<file path="config.mk">
export PLATFORM = sky130hd
export DESIGN_NAME = sa_input_feeder
export DESIGN_NICKNAME = d
export VERILOG_FILES = /design/src/rtl/sa_input_feeder.sv
export SDC_FILE = /design/constraint.sdc
export NUM_CORES = 1
export LEC_CHECK = 0
export CORE_MARGIN = 3
export CORE_UTILIZATION = 51
export CTS_BUF_LIST = sky130_fd_sc_hd__clkbuf_4
export CTS_CLUSTER_DIAMETER = 40
export DETAILED_ROUTE_END_ITERATION = 16
export PLACE_DENSITY = 0.75
export REMOVE_ABC_BUFFERS = 1
export SYNTH_ARGS = -nofsm -noshare
export SYNTH_HDL_FRONTEND = slang
export SYNTH_SLANG_ARGS = --single-unit
</file>
<file path="constraint.sdc">
create_clock -name clk -period 7.9 [get_ports clk]
set_clock_uncertainty 0.15 [all_clocks]
set_input_delay 1.185 -clock clk [delete_from_list [all_inputs] [get_ports clk]]
set_output_delay 1.185 -clock clk [all_outputs]
set_load 0.005 [all_outputs]
</file>
<file path="src/rtl/sa_input_feeder.sv">
// Systolic-array input feeder: diagonal skew, token-tracked column valids and automatic zero flush.
// Optional macro SA_INPUT_FEEDER_BUBBLE_EN: keep advancing with zero bubbles during STREAM input gaps.
module sa_input_feeder #(
  parameter int SA_SIZE         = 8,
  parameter int ACTIVATION_SIZE = 8
) (
  input  logic                                          clk,
  input  logic                                          reset,
  input  logic                                          in_valid,
  output logic                                          in_ready,
  input  logic [SA_SIZE-1:0][ACTIVATION_SIZE-1:0]       in_data,
  input  logic                                          in_last,
  input  logic                                          out_ready,
  output logic [SA_SIZE-1:0][ACTIVATION_SIZE-1:0]       sa_inputs,
  output logic                                          sa_advance,
  output logic [SA_SIZE-1:0]                            col_valid,
  output logic                                          busy,
  output logic                                          done
);

  localparam int TOK_LEN   = 2*SA_SIZE - 1;
  localparam int FLUSH_LEN = 2*SA_SIZE - 2;
  localparam int CNT_W     = $clog2(TOK_LEN);
  localparam logic [CNT_W-1:0] CNT_LAST = CNT_W'(FLUSH_LEN - 1);

  typedef enum logic [1:0] {S_IDLE, S_STREAM, S_FLUSH} state_t;

  state_t               state_q, state_d;
  logic [CNT_W-1:0]     cnt_q, cnt_d;
  logic [TOK_LEN-1:1]   tok_q, tok_d;
  logic                 accept;
  logic                 bubble;
  logic                 flush_adv;

  always_ff @(posedge clk or posedge reset) begin
    if (reset) begin
      state_q <= S_IDLE;
      cnt_q   <= '0;
      tok_q   <= '0;
    end else begin
      state_q <= state_d;
      cnt_q   <= cnt_d;
      tok_q   <= tok_d;
    end
  end

  always_comb begin
    state_d   = state_q;
    cnt_d     = cnt_q;
    in_ready  = 1'b0;
    bubble    = 1'b0;
    flush_adv = 1'b0;
    done      = 1'b0;
    case (state_q)
      S_IDLE:   in_ready = out_ready & ~reset;
      S_STREAM: begin
        in_ready = out_ready & ~reset;
`ifdef SA_INPUT_FEEDER_BUBBLE_EN
        bubble   = out_ready & ~in_valid & ~reset;
`else
        bubble   = 1'b0;
`endif
      end
      S_FLUSH:  flush_adv = out_ready & ~reset;
      default:  state_d = S_IDLE;
    endcase

    accept = in_valid & in_ready;
    if (accept) begin
      state_d = in_last ? S_FLUSH : S_STREAM;
      if (in_last) cnt_d = '0;
    end

    // The last flush advance carries the final vector's last column out of the array.
    if (flush_adv) begin
      if (cnt_q == CNT_LAST) begin
        done    = 1'b1;
        state_d = S_IDLE;
        cnt_d   = '0;
      end else begin
        cnt_d = cnt_q + CNT_W'(1);
      end
    end

    sa_advance = accept | flush_adv | bubble;
    busy       = (state_q != S_IDLE);
    tok_d      = sa_advance ? {tok_q[TOK_LEN-2:1], accept} : tok_q;
  end

  assign sa_inputs[0] = accept ? in_data[0] : '0;

  for (genvar c = 0; c < SA_SIZE; c++) begin : g_col
    assign col_valid[c] = sa_advance & tok_q[SA_SIZE-1+c];
  end

  // Row r is an r-deep chain that only shifts when the array advances.
  for (genvar r = 1; r < SA_SIZE; r++) begin : g_row
    logic [ACTIVATION_SIZE-1:0] chain_q [r];
    logic [ACTIVATION_SIZE-1:0] chain_d [r];

    always_comb begin
      chain_d = chain_q;
      if (sa_advance) begin
        chain_d[0] = accept ? in_data[r] : '0;
        for (int s = 1; s < r; s++) chain_d[s] = chain_q[s-1];
      end
    end

    always_ff @(posedge clk or posedge reset) begin
      if (reset) begin
        for (int s = 0; s < r; s++) chain_q[s] <= '0;
      end else begin
        chain_q <= chain_d;
      end
    end

    assign sa_inputs[r] = sa_advance ? chain_q[r-1] : '0;
  end

endmodule

</file>
== Word level (Yosys, flattened, before mapping) ==
Index checks and enable logic that the tools add are counted.

* Add/subtract/negate cells: 1
* Eq/ne operators: 3
* Multiplexer cells: 28
* Bitwise gates (word level): 12
* Reductions and logical operators: 7

{| class="wikitable"
|+ Operators by type and width
! kind !! count
|-
| two-way mux 8 bit || 15
|-
| two-way mux 4 bit || 4
|-
| AND 1 bit || 10
|-
| two-way mux 2 bit || 5
|-
| nonzero test 2 bit || 3
|-
| adder 4 x 1 -> 4 bit, second input constant || 1
|-
| == test 4 bit, second input constant || 1
|-
| two-way mux 1 bit || 4
|-
| OR reduction 3 bit || 1
|-
| == test 2 x 1 -> 1 bit, second input constant || 1
|-
| == test 2 bit, second input constant || 1
|-
| logical NOT 2 bit || 1
|-
| AND reduction 2 bit || 1
|-
| OR reduction 2 bit || 1
|-
| NOT 1 bit || 1
|-
| bitwise OR 1 bit || 1
|}

* Flip-flop bits (word level): 244
* Input port bits: 69
* Output and inout port bits: 76
* Word-level logic and storage cells: 82

== Logic depth before layout (Yosys ltp) ==
* Depth in word-level cells: 7
* Mapped depth: 8
* Depth with buffers taken out: 5

== Least setup slack after synthesis ==
No wires, ideal clock.

* Path kind: input -> output
* Start point: in reset
* End point: out sa_inputs[19] (netlist bit)
* Data arrival time: 2.170 ns
* Required time: 6.565 ns
* Setup slack: 4.395 ns
* Stages on the path: 7
* Buffers on the path: 3
* Cells stage by stage: and2b_4 > o211ai_4 > inv_2 > buf_6 > buf_6 > buf_6 > and2_1

{| class="wikitable"
|+ RTL lines
! element !! RTL line !! text
|-
| start, declared || 8 || <nowiki>input logic reset,</nowiki>
|-
| end, declared || 14 || <nowiki>output logic [SA_SIZE-1:0][ACTIVATION_SIZE-1:0] sa_inputs,</nowiki>
|}

== Final worst setup path ==
* Start point: in reset
* End point: out col_valid[7]

* Cells in the longest elaborated chain, start to end: 6
* Elaborated cells between the ends (all ways): 7
* Those cells by class: mux (2); bitwise (5)

{| class="wikitable"
|+ RTL lines
! element !! RTL line !! text
|-
| NOT 1 bit * || 55, 57, 64 ||
|-
| AND 1 bit * || 55, 57, 64 ||
|-
| two-way mux 1 bit || n/a ||
|-
| AND 1 bit || 68 || <nowiki>accept = in_valid & in_ready;</nowiki>
|-
| bitwise OR 1 bit * || 85 || <nowiki>sa_advance = accept | flush_adv | bubble;</nowiki>
|-
| AND 1 bit * || 93 || <nowiki>assign col_valid[c] = sa_advance & tok_q[SA_SIZE-1+c];</nowiki>
|-
| end, declared || 16 || <nowiki>output logic [SA_SIZE-1:0] col_valid,</nowiki>
|}

Mark *: on every way between the ends. The rest lies on a longest branch, timed or not.

==> out/results.ini <==
[logic_synthesis]
synth.most_common_cell=dfrtp_1
syn_area_sq_um=10000
synthTopCellsByArea=dfrtp_1 61%, mux2_4 15%, mux2_1 7.3%
synth-simple-area-share=0.0568
ys_seq_area_frac=0.608
synth_xor_area_frac=0
synth.avg_cell_area_sq_um=16.0
synth_top_family_by_area=multiplexers
ys_warn_count=0
synth.area.mux_share=0.240
ys.flop_type=dfrtp_1
synth.top_cell.area_share=0.608
synth_adder_area_share=0.00249
synth_largest_area_cell=dfrtp_1
synth_cells=629
synthArstFlopShare=1.00
synth-compound-area-share=0.0566
synthDistinctLibCells=33
ys_ff_latch=244
synth-edff-count=0
ys_top_cells_by_count=244 x dfrtp_1, 97 x mux2_4, 72 x and2_1

[die]
core-area_sq_um=19000
die_h_um=146
pin_count=145
dieArea_sq_um=21400
row_count=50
die_x_um=146
initial_utilization=0.528

[clocking]
root_buffer=clkbuf_4
htreeDepth=3
cts_tree=yes
numCtsBuffers=66
clkLatencyLatePin_ps=620
cts.sinks=244
cts_setup_buffers=0
path_clk_slew_ps=60
post_cts_resized=0
cts_max_path_buffers=3
ctsHoldBuffers=0

[min_path]
min_from=g_row[5].chain_q[3]$_DFFE_PP0P_
hp-class=flip-flop to flip-flop
hold_path_depth=1
hold_end=g_row[5].chain_q[3]$_DFFE_PP0P_

[critical_path]
critical_path.cell_chain=clkdlybuf4s50_1 -> and2b_4 -> o211ai_4 -> inv_8 -> buf_4 -> and2_1 -> clkdlybuf4s50_1
start_kind=input pin
cp_data_arrival_time_ps=3980
end_kind=output pin
cpMostUsedCell=clkdlybuf4s50_1
path_max_fanout=101
reg2reg_slack_ps=5140
crit_required_ps=6570
rr_startpoint=state_q[1]$_DFF_PP0_
critPathSlowestCell=clkdlybuf4s50_1
r2r-end=g_row[6].chain_q[12]$_DFFE_PP0P_
cp_slowest_stage_delay_ps=550
reg2reg_depth=6
crit_type=input pin to output pin

[routing]
route.detailed.drc=0
drt_iter0_markers=381
wl_per_cell_um=16.7
drt_pass1_iterations=4
via_per_inst=5.11
wl_um=18600
ant_nets=0
vias=5691

[grt]
grt_pass1_vias=6393
grt_overflow=0
grt.total_usage=0.181
use_met3=0.0599
antenna_found_initial=1
grt_pass1_wl_um=32000
use_met2=0.276
grt_max_degree=162
grt_use_met1=0.244
top_usage_layer=met2

[power_and_ir_drop]
combPwrFrac=0.213
powerDensity_nw_per_um2=317
switching_share=0.256
power_frac_seq=0.514
p_leak_nw=5.79
switchingPower_mw=1.00
clkPwrFrac=0.274
ir_worst_vdd_uv=154
p_int_mw=2.92
p_total_mw=3.92

[layout]
final_cell_area_sq_um=12400
drive_above_1_share=0.276
final_util=0.650
final_nets=879
syn2layout_area_growth_pct=23.2

[place]
gp_congestion=0.807
dp_hpwl_um=11200
place_ws_ps=2570
placed_cell_area_sq_um=11600
port_buffers=144

[timing]
grt_setup_unrepaired=no
clock.fmax_mhz=188
slew_violations=0
maxSlewHeadroom=0.194
setup_violations=0
finalCritPeriodShare=0.672
setup_ws_ps=2590
hold-worst-slack_ps=330
tightest_slew_ps=1210
hold_viol_final=0
min_period_ps=5310

[run]
drv_cap=0

[status]
outcome=finished clean

metal layers:
metal	vias to the layer above	wire length (um)	share of wire
li1	2613	-	-
met1	2883	8550	0.46
met2	160	8610	0.46
met3	35	1080	0.058
met4	0	387	0.021
met5	-	0	0
power groups by stage:
stage	combinational, mW	clock, mW	sequential (mW)
floorplan	0.674	0	1.93
global placement	0.804	0	2.00
detailed placement	0.843	0	2.03
CTS	0.851	1.12	2.02
global route	0.910	1.19	2.08
finish	0.834	1.07	2.01
kinds of logic after synthesis:
| family | after synthesis |
|---|---|
| and+or+nand+nor | 90 |
| adders and majority gates | 2 |
| AOI/OAI and AO/OA | 65 |
| buffers and inverters | 46 |
| DFF | 244 |
| muxes | 182 |
flip-flops by register name, summed over array words and instances (netlist names):
| register | flops |
|---|---|
| cnt_q | 4 |
| state_q | 2 |
| tok_q | 14 |
| g_row.chain_q | 224 |
placed cells by master (no fill, tap or decap), types with 3 or more instances in the layout:
| master | n |
|---|---|
| a22o_1 | 56 |
| clkinv_1 | 7 |
| inv_1 | 3 |
| and2_1 | 72 |
| nand2_1 | 3 |
| mux2_2 | 19 |
| nand3_1 | 3 |
| mux2_1 | 65 |
| dfrtp_1 | 244 |
| mux2_4 | 97 |
| clkdlybuf4s50_1 | 144 |
| clkbuf_4 | 103 |
| buf_4 | 7 |
final cells by class:
type | instances | area (sq um)
Multi-Input combinational cell | 339 | 3580
Sequential cell | 244 | 6110
Antenna cell | 1 | 2.50
Clock buffer | 103 | 773
Fill cell | 1414 | 6650
Timing Repair Buffer | 152 | 1510
Inverter | 5 | 33.8
Tap cell | 260 | 325
Clock inverter | 9 | 35.0
worst max-delay path, delay by kind of cell:
family | cells | cell delay, ps
buffers and inverters | 4 | 2070
AND/OR/NAND/NOR | 2 | 560
AO/OA/AOI/OAI | 1 | 120
per-stage QoR:
step / cells / TNS (ps)
global placement: 1000 / 0
global route: 1113 / 0
finish: 1113 / 0
detailed placement: 1000 / 0
floorplan: 588 / -33310
CTS: 1112 / 0
worst max path at each step:
| stage | endpoint | slack [ps] | from | cells past startpoint |
|---|---|---|---|---|
| 2_1_floorplan | cnt_q[0]$_DFFE_PP0P_ | -140 | reset | 1 |
| 3_3_place_gp | sa_inputs[23] | 2670 | reset | 7 |
| 3_5_place_dp | col_valid[7] | 2570 | reset | 7 |
| 4_1_cts | col_valid[7] | 2560 | reset | 7 |
| 5_1_grt | col_valid[4] | 2440 | reset | 7 |
| 6_report | col_valid[7] | 2590 | reset | 7 |
(Power assumes the default switching activity.)
==> RTL edit, RTL diff (same settings) <==
`SA_SIZE`: 8 -> 16.
--- a/src/rtl/sa_input_feeder.sv
+++ b/src/rtl/sa_input_feeder.sv
@@ -2,5 +2,5 @@
 // Optional macro SA_INPUT_FEEDER_BUBBLE_EN: keep advancing with zero bubbles during STREAM input gaps.
 module sa_input_feeder #(
-  parameter int SA_SIZE         = 8,
+  parameter int SA_SIZE         = 16,
   parameter int ACTIVATION_SIZE = 8
 ) (
Ports: changed (resized col_valid, in_data and sa_inputs); port bits go from 145 to 281. No check against the original RTL was run, so the function may have changed too.
==> RTL edit against the original RTL <==
Worst setup slack worse by 130 ps; critical path depth stayed put; total power grew to 3.6 times the old value; critical path type unchanged; sequential cell count is 753 higher; die area grew to 3.6 times the old value; routed wire length grew to 3.4 times the old value; area after synthesis grew to 3.8 times the old value; design area grew to 3.6 times the old value; highest routed layer is now met5.
==> RTL edit: results (changes against the original RTL) <==
Power
  – Flop pwr share: 0.551 (was 0.514)
  – Sequential group power: 7850 µW (was 2010 µW)
  – Comb power: 2060 µW (was 834 µW)
  – Peak VDD IR: 0.1607 mV (was 0.1544 mV)
  – Leakage: 0.02204 µW (was 0.005786 µW)
  – Net Switching: 3579 µW (was 1003 µW)

Placed design
  – Post-DP HPWL: 37860 µm (was 11200 µm)
  – GPL Wtd Cong: 0.7395 (was 0.8070)
  – I/O Buffers: 280 (was 144)

Yosys
  – Asr flop ratio synth: 1.000 (unchanged)
  – Area contributors post-synth: dfrtp_1 66%, mux2_1 24%, a22o_1 2.8% (was dfrtp_1 61%, mux2_4 15%, mux2_1 7.3%)
  – Count of cell types in the netlist: 37 (was 33)
  – Top post-synthesis cells by count: 997 x dfrtp_1, 800 x mux2_1, 144 x and2_1 (was 244 x dfrtp_1, 97 x mux2_4, 72 x and2_1)
  – Yosys warning count: 0 (unchanged)
  – Sequential-to-total area share from yosys stat: 0.6591 (was 0.6083)

Global route
  – Initial antenna violation count: 7 (was 1)
  – Global-route usage over all layers: 0.1689 (was 0.1812)
  – Largest net degree at the start of global routing: 194 (was 162)
  – Number of global-route vias before repair: 22100 (was 6393)
  – First-pass GRT wire length: 107600 µm (was 32030 µm)

Finish
  – Fraction of layout cells with a size suffix above 1: 0.1789 (was 0.2758)
  – Regs by FF count: g_row.chain_q (960), tok_q (30), cnt_q (5) (was g_row.chain_q (224), tok_q (14), cnt_q (4))
  – Total Nets Final: 2895 (was 879)

Worst setup path
  – Worst r2r path cells: 6 (unchanged)
  – WP data arrival: 4110 ps (was 3980 ps)
  – Crit path max fanout: 117 (was 101)
  – Crit path from: reset (unchanged)
  – Critical Path End: sa_inputs[105] (was col_valid[7])
  – Reg2reg end: g_row[15].chain_q[18] (was g_row[6].chain_q[12])
  – CP max stage delay: 570 ps (was 550 ps)
  – Worst R2R Setup Slack: 4410 ps (was 5140 ps)
  – Delay-heaviest family, CP: buffers and inverters (unchanged)
  – Slowest stage cell on the critical path: inv_8 (was clkdlybuf4s50_1)

CTS
  – Root buffer selected by CTS: clkbuf_4 (unchanged)
  – CTS clock-pin slew for the worst setup and hold paths: 60 ps (about the same)
  – # H-tree levels: 5 (was 3)
  – Post-CTS sizing: 0 (unchanged)
  – TritonCTS Buffers: 276 (was 66)
  – Clk_lat worst skew: 1010 ps (was 620 ps)
  – Clock tree buffer depth: 4 (was 3)
  – # hold bufs at CTS: 0 (unchanged)

Status
  – Status: completed (unchanged)

Detailed routing
  – DR WL/cell: 16.24 µm (was 16.74 µm)
  – DRC Markers: 0 (unchanged)
  – Mean number of vias per cell: 5.085 (was 5.113)
  – Pre-antenna DRT Iters: 4 (unchanged)
  – Initial drt markers: 807 (was 381)
  – Final wirelength: 63020 µm (was 18630 µm)

Timing
  – Slew headroom: 0.3448 (was 0.1937)

Min path
  – Worst Hold Launch: g_row[7].chain_q[31] (was g_row[5].chain_q[3])
  – WHS Path Cells: 1 (unchanged)
  – Hold Path End: g_row[7].chain_q[23] (was g_row[5].chain_q[3])
  – Class of the worst hold path: reg -> reg (unchanged)
[RTL edit: cell count changes in the layout (fill, tap and decap cells not counted), sizes merged, moves of 3 or more]
| cell | unedited run | this run |
|---|---|---|
| clkinv | 8 | 26 |
| diode | 1 | 4 |
| dfrtp | 244 | 997 |
| bufinv | 0 | 4 |
| a22o | 56 | 120 |
| clkdlybuf4s50 | 144 | 280 |
| mux2 | 181 | 869 |
| buf | 8 | 32 |
| clkbuf | 103 | 403 |
| and2 | 72 | 144 |
[RTL edit: layout make-up]
type	instances	area [µm²]
Sequential cell	997	24950
Clock buffer	403	3025
Multi-Input combinational cell	1168	12010
Inverter	5	33.78
Tap cell	959	1200
Clock inverter	33	237.7
Antenna cell	4	10.01
Fill cell	5450	28590
Timing Repair Buffer	312	3156
[RTL edit: stage by stage]
step / worst slack [ps] / std cells / instance area [µm²] / hold WS (ps)
detailed placement: 2435 / 3441 / 41340 / 319.2
global route: 2264 / 3878 / 44610 / 290.3
global placement: 2532 / 3441 / 41340 / 309.9
finish: 2455 / 3881 / 44620 / 276.2
floorplan: -21490 / 2170 / 36970 / 295.8
CTS: 2426 / 3877 / 44610 / 284.8
[RTL edit: kinds of logic (layout without fill, tap and decap cells)]
logic type	count (synthesis)	count (layout)	share of synthesized area
simple gates	164	164	0.02734
buf+inv	144	753	0.02377
fa+ha+maj	2	2	0.0006610
compound gates	132	132	0.03031
flops	997	997	0.6591
mux	870	870	0.2588
other cells	0	4	0
[RTL edit: routing by layer]
| metal | vias up | GRT usage | wire, µm |
|---|---|---|---|
| met3 | 104 | 0.05411 | 3464 |
| met2 | 427 | 0.2705 | 30130 |
| li1 | 9182 | - | - |
| met1 | 10020 | 0.2153 | 28330 |
| met5 | - | 0 | 21 |
| met4 | 4 | 0.06742 | 1071 |
